==> src/rtl/seg_scan_ctrl.sv <==
// Scan controller for a time-multiplexed common-anode 7-seg display with a ghosting guard.
// Optional build macro LEADING_ZERO_BLANK_EN suppresses leading zero digits.
module seg_scan_ctrl #(
    parameter int unsigned NUM_DIGITS   = 4,
    parameter int unsigned REFRESH_DIV  = 50000,
    parameter int unsigned BLANK_CYCLES = 16
) (
    input  logic                    clk,
    input  logic                    rst_n,
    input  logic                    en,
    input  logic                    load,
    input  logic [4*NUM_DIGITS-1:0] digits_in,
    input  logic [NUM_DIGITS-1:0]   dp_in,
    output logic [3:0]              nibble_out,
    output logic [NUM_DIGITS-1:0]   dig_sel_n,
    output logic                    dp_n,
    output logic                    blank,
    output logic                    frame_done
);
    localparam int unsigned IDX_W = $clog2(NUM_DIGITS);
    localparam int unsigned CNT_W = $clog2(REFRESH_DIV);
    localparam int unsigned DIG_W = 4 * NUM_DIGITS;

    localparam logic [IDX_W-1:0]      IDX_LAST      = IDX_W'(NUM_DIGITS - 1);
    localparam logic [CNT_W-1:0]      CNT_BLANK_END = CNT_W'(BLANK_CYCLES - 1);
    localparam logic [CNT_W-1:0]      CNT_SLOT_END  = CNT_W'(REFRESH_DIV - 1);
    localparam logic [NUM_DIGITS-1:0] SEL_OFF       = '1;

    typedef enum logic [1:0] {
        IDLE  = 2'd0,
        BLANK = 2'd1,
        SHOW  = 2'd2
    } state_t;

    state_t                r_state;
    logic [IDX_W-1:0]      r_idx;
    logic [CNT_W-1:0]      r_cnt;
    logic [DIG_W-1:0]      r_sh_dig;
    logic [NUM_DIGITS-1:0] r_sh_dp;
    logic [DIG_W-1:0]      r_disp_dig;
    logic [NUM_DIGITS-1:0] r_disp_dp;
    logic [3:0]            r_nibble;
    logic [NUM_DIGITS-1:0] r_dig_sel_n;
    logic                  r_dp_n;
    logic                  r_blank;
    logic                  r_frame_done;

    logic [IDX_W-1:0]      w_idx_inc;
    logic [NUM_DIGITS-1:0] w_sel_cur;
    logic                  w_dp_cur;
    logic [3:0]            w_nib_next;
    logic                  w_hide;

    function automatic logic [3:0] dig_of(input logic [DIG_W-1:0] v, input logic [IDX_W-1:0] k);
        dig_of = 4'h0;
        for (int unsigned i = 0; i < NUM_DIGITS; i++) begin
            if (k == IDX_W'(i)) dig_of = v[4*i +: 4];
        end
    endfunction

    function automatic logic dp_of(input logic [NUM_DIGITS-1:0] v, input logic [IDX_W-1:0] k);
        dp_of = 1'b0;
        for (int unsigned i = 0; i < NUM_DIGITS; i++) begin
            if (k == IDX_W'(i)) dp_of = v[i];
        end
    endfunction

    assign w_idx_inc  = r_idx + IDX_W'(1);
    assign w_sel_cur  = ~(NUM_DIGITS'(1) << r_idx);
    assign w_dp_cur   = dp_of(r_disp_dp, r_idx);
    assign w_nib_next = dig_of(r_disp_dig, w_idx_inc);

`ifdef LEADING_ZERO_BLANK_EN
    // A digit is suppressed when it and every more significant digit are zero.
    logic w_upper_zero;
    always_comb begin
        w_upper_zero = 1'b1;
        for (int unsigned i = 0; i < NUM_DIGITS; i++) begin
            if (IDX_W'(i) >= r_idx && r_disp_dig[4*i +: 4] != 4'h0) w_upper_zero = 1'b0;
        end
    end
    assign w_hide = (r_idx != '0) && w_upper_zero;
`else
    assign w_hide = 1'b0;
`endif

    // Scan FSM; outputs are set on the transition edge so each state's pins are registered.
    always_ff @(posedge clk or negedge rst_n) begin
        if (!rst_n) begin
            r_state      <= IDLE;
            r_idx        <= '0;
            r_cnt        <= '0;
            r_sh_dig     <= '0;
            r_sh_dp      <= '0;
            r_disp_dig   <= '0;
            r_disp_dp    <= '0;
            r_nibble     <= 4'h0;
            r_dig_sel_n  <= SEL_OFF;
            r_dp_n       <= 1'b1;
            r_blank      <= 1'b1;
            r_frame_done <= 1'b0;
        end else begin
            r_frame_done <= 1'b0;
            if (load) begin
                r_sh_dig <= digits_in;
                r_sh_dp  <= dp_in;
            end

            if (r_state != IDLE && !en) begin
                r_state     <= IDLE;
                r_idx       <= '0;
                r_cnt       <= '0;
                r_nibble    <= 4'h0;
                r_dig_sel_n <= SEL_OFF;
                r_dp_n      <= 1'b1;
                r_blank     <= 1'b1;
            end else begin
                case (r_state)
                    IDLE: begin
                        if (en) begin
                            r_state    <= BLANK;
                            r_idx      <= '0;
                            r_cnt      <= '0;
                            r_disp_dig <= r_sh_dig;
                            r_disp_dp  <= r_sh_dp;
                            r_nibble   <= r_sh_dig[3:0];
                        end
                    end
                    BLANK: begin
                        r_cnt <= r_cnt + CNT_W'(1);
                        if (r_cnt == CNT_BLANK_END) begin
                            r_state <= SHOW;
                            if (!w_hide) begin
                                r_dig_sel_n <= w_sel_cur;
                                r_blank     <= 1'b0;
                                r_dp_n      <= ~w_dp_cur;
                            end
                        end
                    end
                    SHOW: begin
                        if (r_cnt == CNT_SLOT_END) begin
                            r_state     <= BLANK;
                            r_cnt       <= '0;
                            r_dig_sel_n <= SEL_OFF;
                            r_dp_n      <= 1'b1;
                            r_blank     <= 1'b1;
                            // Frame wrap: snapshot taken here so a frame never tears.
                            if (r_idx == IDX_LAST) begin
                                r_idx        <= '0;
                                r_disp_dig   <= r_sh_dig;
                                r_disp_dp    <= r_sh_dp;
                                r_nibble     <= r_sh_dig[3:0];
                                r_frame_done <= 1'b1;
                            end else begin
                                r_idx    <= w_idx_inc;
                                r_nibble <= w_nib_next;
                            end
                        end else begin
                            r_cnt <= r_cnt + CNT_W'(1);
                        end
                    end
                    default: begin
                        r_state     <= IDLE;
                        r_idx       <= '0;
                        r_cnt       <= '0;
                        r_nibble    <= 4'h0;
                        r_dig_sel_n <= SEL_OFF;
                        r_dp_n      <= 1'b1;
                        r_blank     <= 1'b1;
                    end
                endcase
            end
        end
    end

    assign nibble_out = r_nibble;
    assign dig_sel_n  = r_dig_sel_n;
    assign dp_n       = r_dp_n;
    assign blank      = r_blank;
    assign frame_done = r_frame_done;

endmodule

==> config.mk <==
export PLATFORM = sky130hd
export DESIGN_NAME = seg_scan_ctrl
export DESIGN_NICKNAME = d
export VERILOG_FILES = /design/src/rtl/seg_scan_ctrl.sv
export SDC_FILE = /design/constraint.sdc
export NUM_CORES = 1
export LEC_CHECK = 0
export CAP_MARGIN = 20
export CORE_MARGIN = 2
export CORE_UTILIZATION = 57
export DETAILED_ROUTE_END_ITERATION = 16
export PLACE_DENSITY = 0.9
export SYNTH_ARGS = -nofsm -noshare
export SYNTH_HDL_FRONTEND = slang
export SYNTH_SLANG_ARGS = --single-unit
==> constraint.sdc <==
create_clock -name clk -period 3.3 [get_ports clk]
set_input_delay 0.495 -clock clk [delete_from_list [all_inputs] [get_ports clk]]
set_output_delay 0.495 -clock clk [all_outputs]
set_load 0.01 [all_outputs]
==> flow_summary.yaml <==
logic_synthesis:
  ys_ff_latch: 71
  synth_top_area_cell: "dfrtp_1"
  synth-async-reset-ratio_pct: 100.0
  synth_area_leaders: "dfrtp_1 45%, mux2_4 8.4%, mux2_2 6.6%"
  synth.cell_area_um2: 3585
  synth_fp_nets: 350
  syn_area_per_cell_um2: 11.38
  synth_cell_types: 45
  yosysWarnings: 0
  synth-edff-count: 0
  synthCells: 315
  synthFlopType: "dfrtp_1"
  seq_area_frac_synth_pct: 49.77
  post-synth-top-area-fraction_pct: 45.38
sta:
  slew_violations: 0
  grt_setup_unrepaired: "false"
  holdWs_ps: 105.4
  period_share_pct: 76.52
  maxSlewHeadroom_pct: 40.06
  hold_viol: 0
  max_freq_mhz: 396.0
  tightest_slew_ps: 896.3
  clock_skew_ps: 9.345
  finalSetupTns_ps: 0
  setup_viol: 0
  fin_crit_ps: 2525
place:
  gp_congestion: 0.8521
  dpl.hpwl_um: 5058
  io_buffers: 34
  place_inst: 408
finish:
  n_antenna_cell: 0
  drive_gt1_share_pct: 22.00
  stdcell_count: 425
  nNetsFinal: 380
  area_growth_pct: 16.82
  fill_cells: 402
pwr:
  p_comb_share_pct: 34.5
  leakage_nw: 1.824
  p_sw_share_pct: 32.99
  internal_power_mw: 2.060
  ir_worst_vdd_mv: 0.4063
  total_power_mw: 3.073
  power_density_nw_per_um2: 733.9
  switchingPower_mw: 1.014
  clockPowerShare_pct: 25.9
  seq_power_share_pct: 39.6
floorplan:
  io_pins: 35
  rows: 28
  die_h_um: 83.30
  core_area_um2: 5991
  start_util_pct: 59.84
  die_w_um: 83.30
  die_area_um2: 6939
routing:
  met1Wirelength_um: 3365
  drc_errors: 0
  ant_nets: 0
  routed-wl-met2_um: 3636
  drt_iter0_markers: 293
  route.vias.total: 2626
  routedWlPerCell_um: 17.84
  first_pass_iters: 5
  wirelength_um: 7583
  top_layer: "met4"
  dr_wl_met3_um: 427
  via_per_inst: 6.179
job:
  max_cap_violations: 0
global_routing:
  grt_antenna_before_repair: 0
  grt-ovfl-total: 0
  grt_max_degree: 53
  grt_pass1_wl_um: 12500
  grtUsageTotal_pct: 22.75
  grt_pass1_vias: 2602
cts:
  clk_pin_slew_ps: 80
  postCtsSetupBuffers: 0
  cts_hold_buf: 0
  cts_num_sinks: 71
  cts.root.buffer_cell: "clkbuf_8"
  cts_buffers: 9
  cts_max_path_buffers: 2
  cts_max_level: 3
  insertion_delay_ps: 360
  cts_tree: "yes"
  cts-resized-gates: 0
worst_hold_path:
  holdCritPathClass: "input pin to asynchronous set/reset pin"
setup_path:
  critPathMaxFanout: 20
  reg2reg_slack_ps: 770
  end_kind: "flop"
  crit_start: "r_cnt[12]"
  cp_data_arrival_time_ps: 2770
  r2r-start: "r_cnt[12]"
  crit_required_ps: 3550
  crit_type: "flop to flop"
  crit_path_start_kind: "flop"
outcome:
  status: "completed"
==> state kept, by name (all words and copies together) (netlist names) <==
name        flops
blank           1
nibble_out      4
r_disp_dig     16
r_cnt          16
r_disp_dp       4
r_sh_dp         4
dig_sel_n       4
frame_done      1
r_state         2
dp_n            1
r_sh_dig       16
r_idx           2
==> cells by family after synthesis <==
| group | Yosys count | share of synthesized area, % |
|---|---|---|
| fa+ha+maj | 11 | 3.839 |
| mux | 45 | 16.09 |
| xor+xnor | 1 | 0.2444 |
| simple gates | 92 | 13.61 |
| buf+inv | 28 | 3.769 |
| flops | 71 | 49.77 |
| compound gates | 67 | 12.67 |
==> path summary, 6_finish.rpt <==
kind,endpoint,cells past startpoint
max,r_disp_dig[9],6
min,r_sh_dig[5],1
max reg2reg,r_disp_dig[9],6
min reg2reg,r_disp_dp[3],1
max in group asynchronous,r_sh_dig[2],3
min in group clk,r_disp_dp[3],1
==> cells in the final DEF (no fill, tap or decap), types with 2 or more instances in the layout <==
cell / instances
dfrtp_1: 65
clkdlybuf4s50_1: 33
nand2_1: 28
mux2_2: 21
mux2_4: 20
a21oi_1: 17
nand3_1: 16
nor2_1: 16
a31oi_1: 12
o21ai_0: 11
ha_1: 11
clkbuf_8: 10
inv_1: 8
dfstp_2: 6
nand4_1: 5
a2bb2oi_1: 5
nand2b_1: 5
a41oi_1: 5
nor4_1: 4
mux2i_1: 4
buf_4: 4
and3_1: 3
nand3b_1: 3
and3b_1: 3
a222oi_1: 3
nor3_1: 2
or4_4: 2
o31ai_1: 2
a22o_1: 2
a22oi_1: 2
bufinv_16: 2
inv_6: 2
==> cell usage after synthesis (all sizes together), types with 3 or more instances <==
| master | instances |
|---|---|
| a21oi | 18 |
| a222oi | 3 |
| a2bb2oi | 5 |
| a31oi | 12 |
| a41oi | 5 |
| and3 | 3 |
| and3b | 3 |
| buf | 8 |
| clkbuf | 12 |
| dfrtp | 65 |
| dfstp | 6 |
| ha | 11 |
| inv | 8 |
| mux2 | 41 |
| mux2i | 4 |
| nand2 | 28 |
| nand2b | 5 |
| nand3 | 16 |
| nand3b | 3 |
| nand4 | 6 |
| nor2 | 16 |
| nor4 | 5 |
| o21ai | 12 |
==> worst max-delay path, stage by stage, from the launching register on <==
cell and delay, ps:
dfrtp_1 440, or4_4 560, or4_4 580, o22ai_1 140
nand2_1 70, buf_4 270, mux2_4 340
==> power by group through the flow <==
stage	clock network, mW	registers [mW]	logic [mW]
CTS	0.806	1.21	1.05
detailed placement	0	1.22	1.04
finish	0.797	1.22	1.06
global route	0.840	1.23	1.14
global placement	0	1.21	0.984
floorplan	0	1.18	0.814
==> layout make-up <==
cell class	instances	area [µm²]	area share, %
clock buffer	10	137.6	3.287
clock inverter	6	91.34	2.181
inverter	8	30.03	0.7171
multi-input combinational	216	1665	39.77
sequential	71	1784	42.61
tap	75	93.84	2.241
timing repair buffer	39	385.4	9.202
==> metal layers <==
layer	vias to the layer above	GRT usage, %
met1	1287	30.95
met5	-	0
li1	1212	-
met4	0	11.18
met2	115	35.19
met3	12	4.175
==> per-stage QoR <==
stage                     util [%]  worst slack [ps]  cell area (µm²)
after CTS                    69.57             801.8             4168
final                        69.90             774.9             4188
after global placement       65.75             857.6             3939
after floorplan                  -             991.8             3585
after global routing         69.90             715.5             4188
after detailed placement     65.75             822.2             3939
Note: power is estimated with default switching activity, not from simulation.
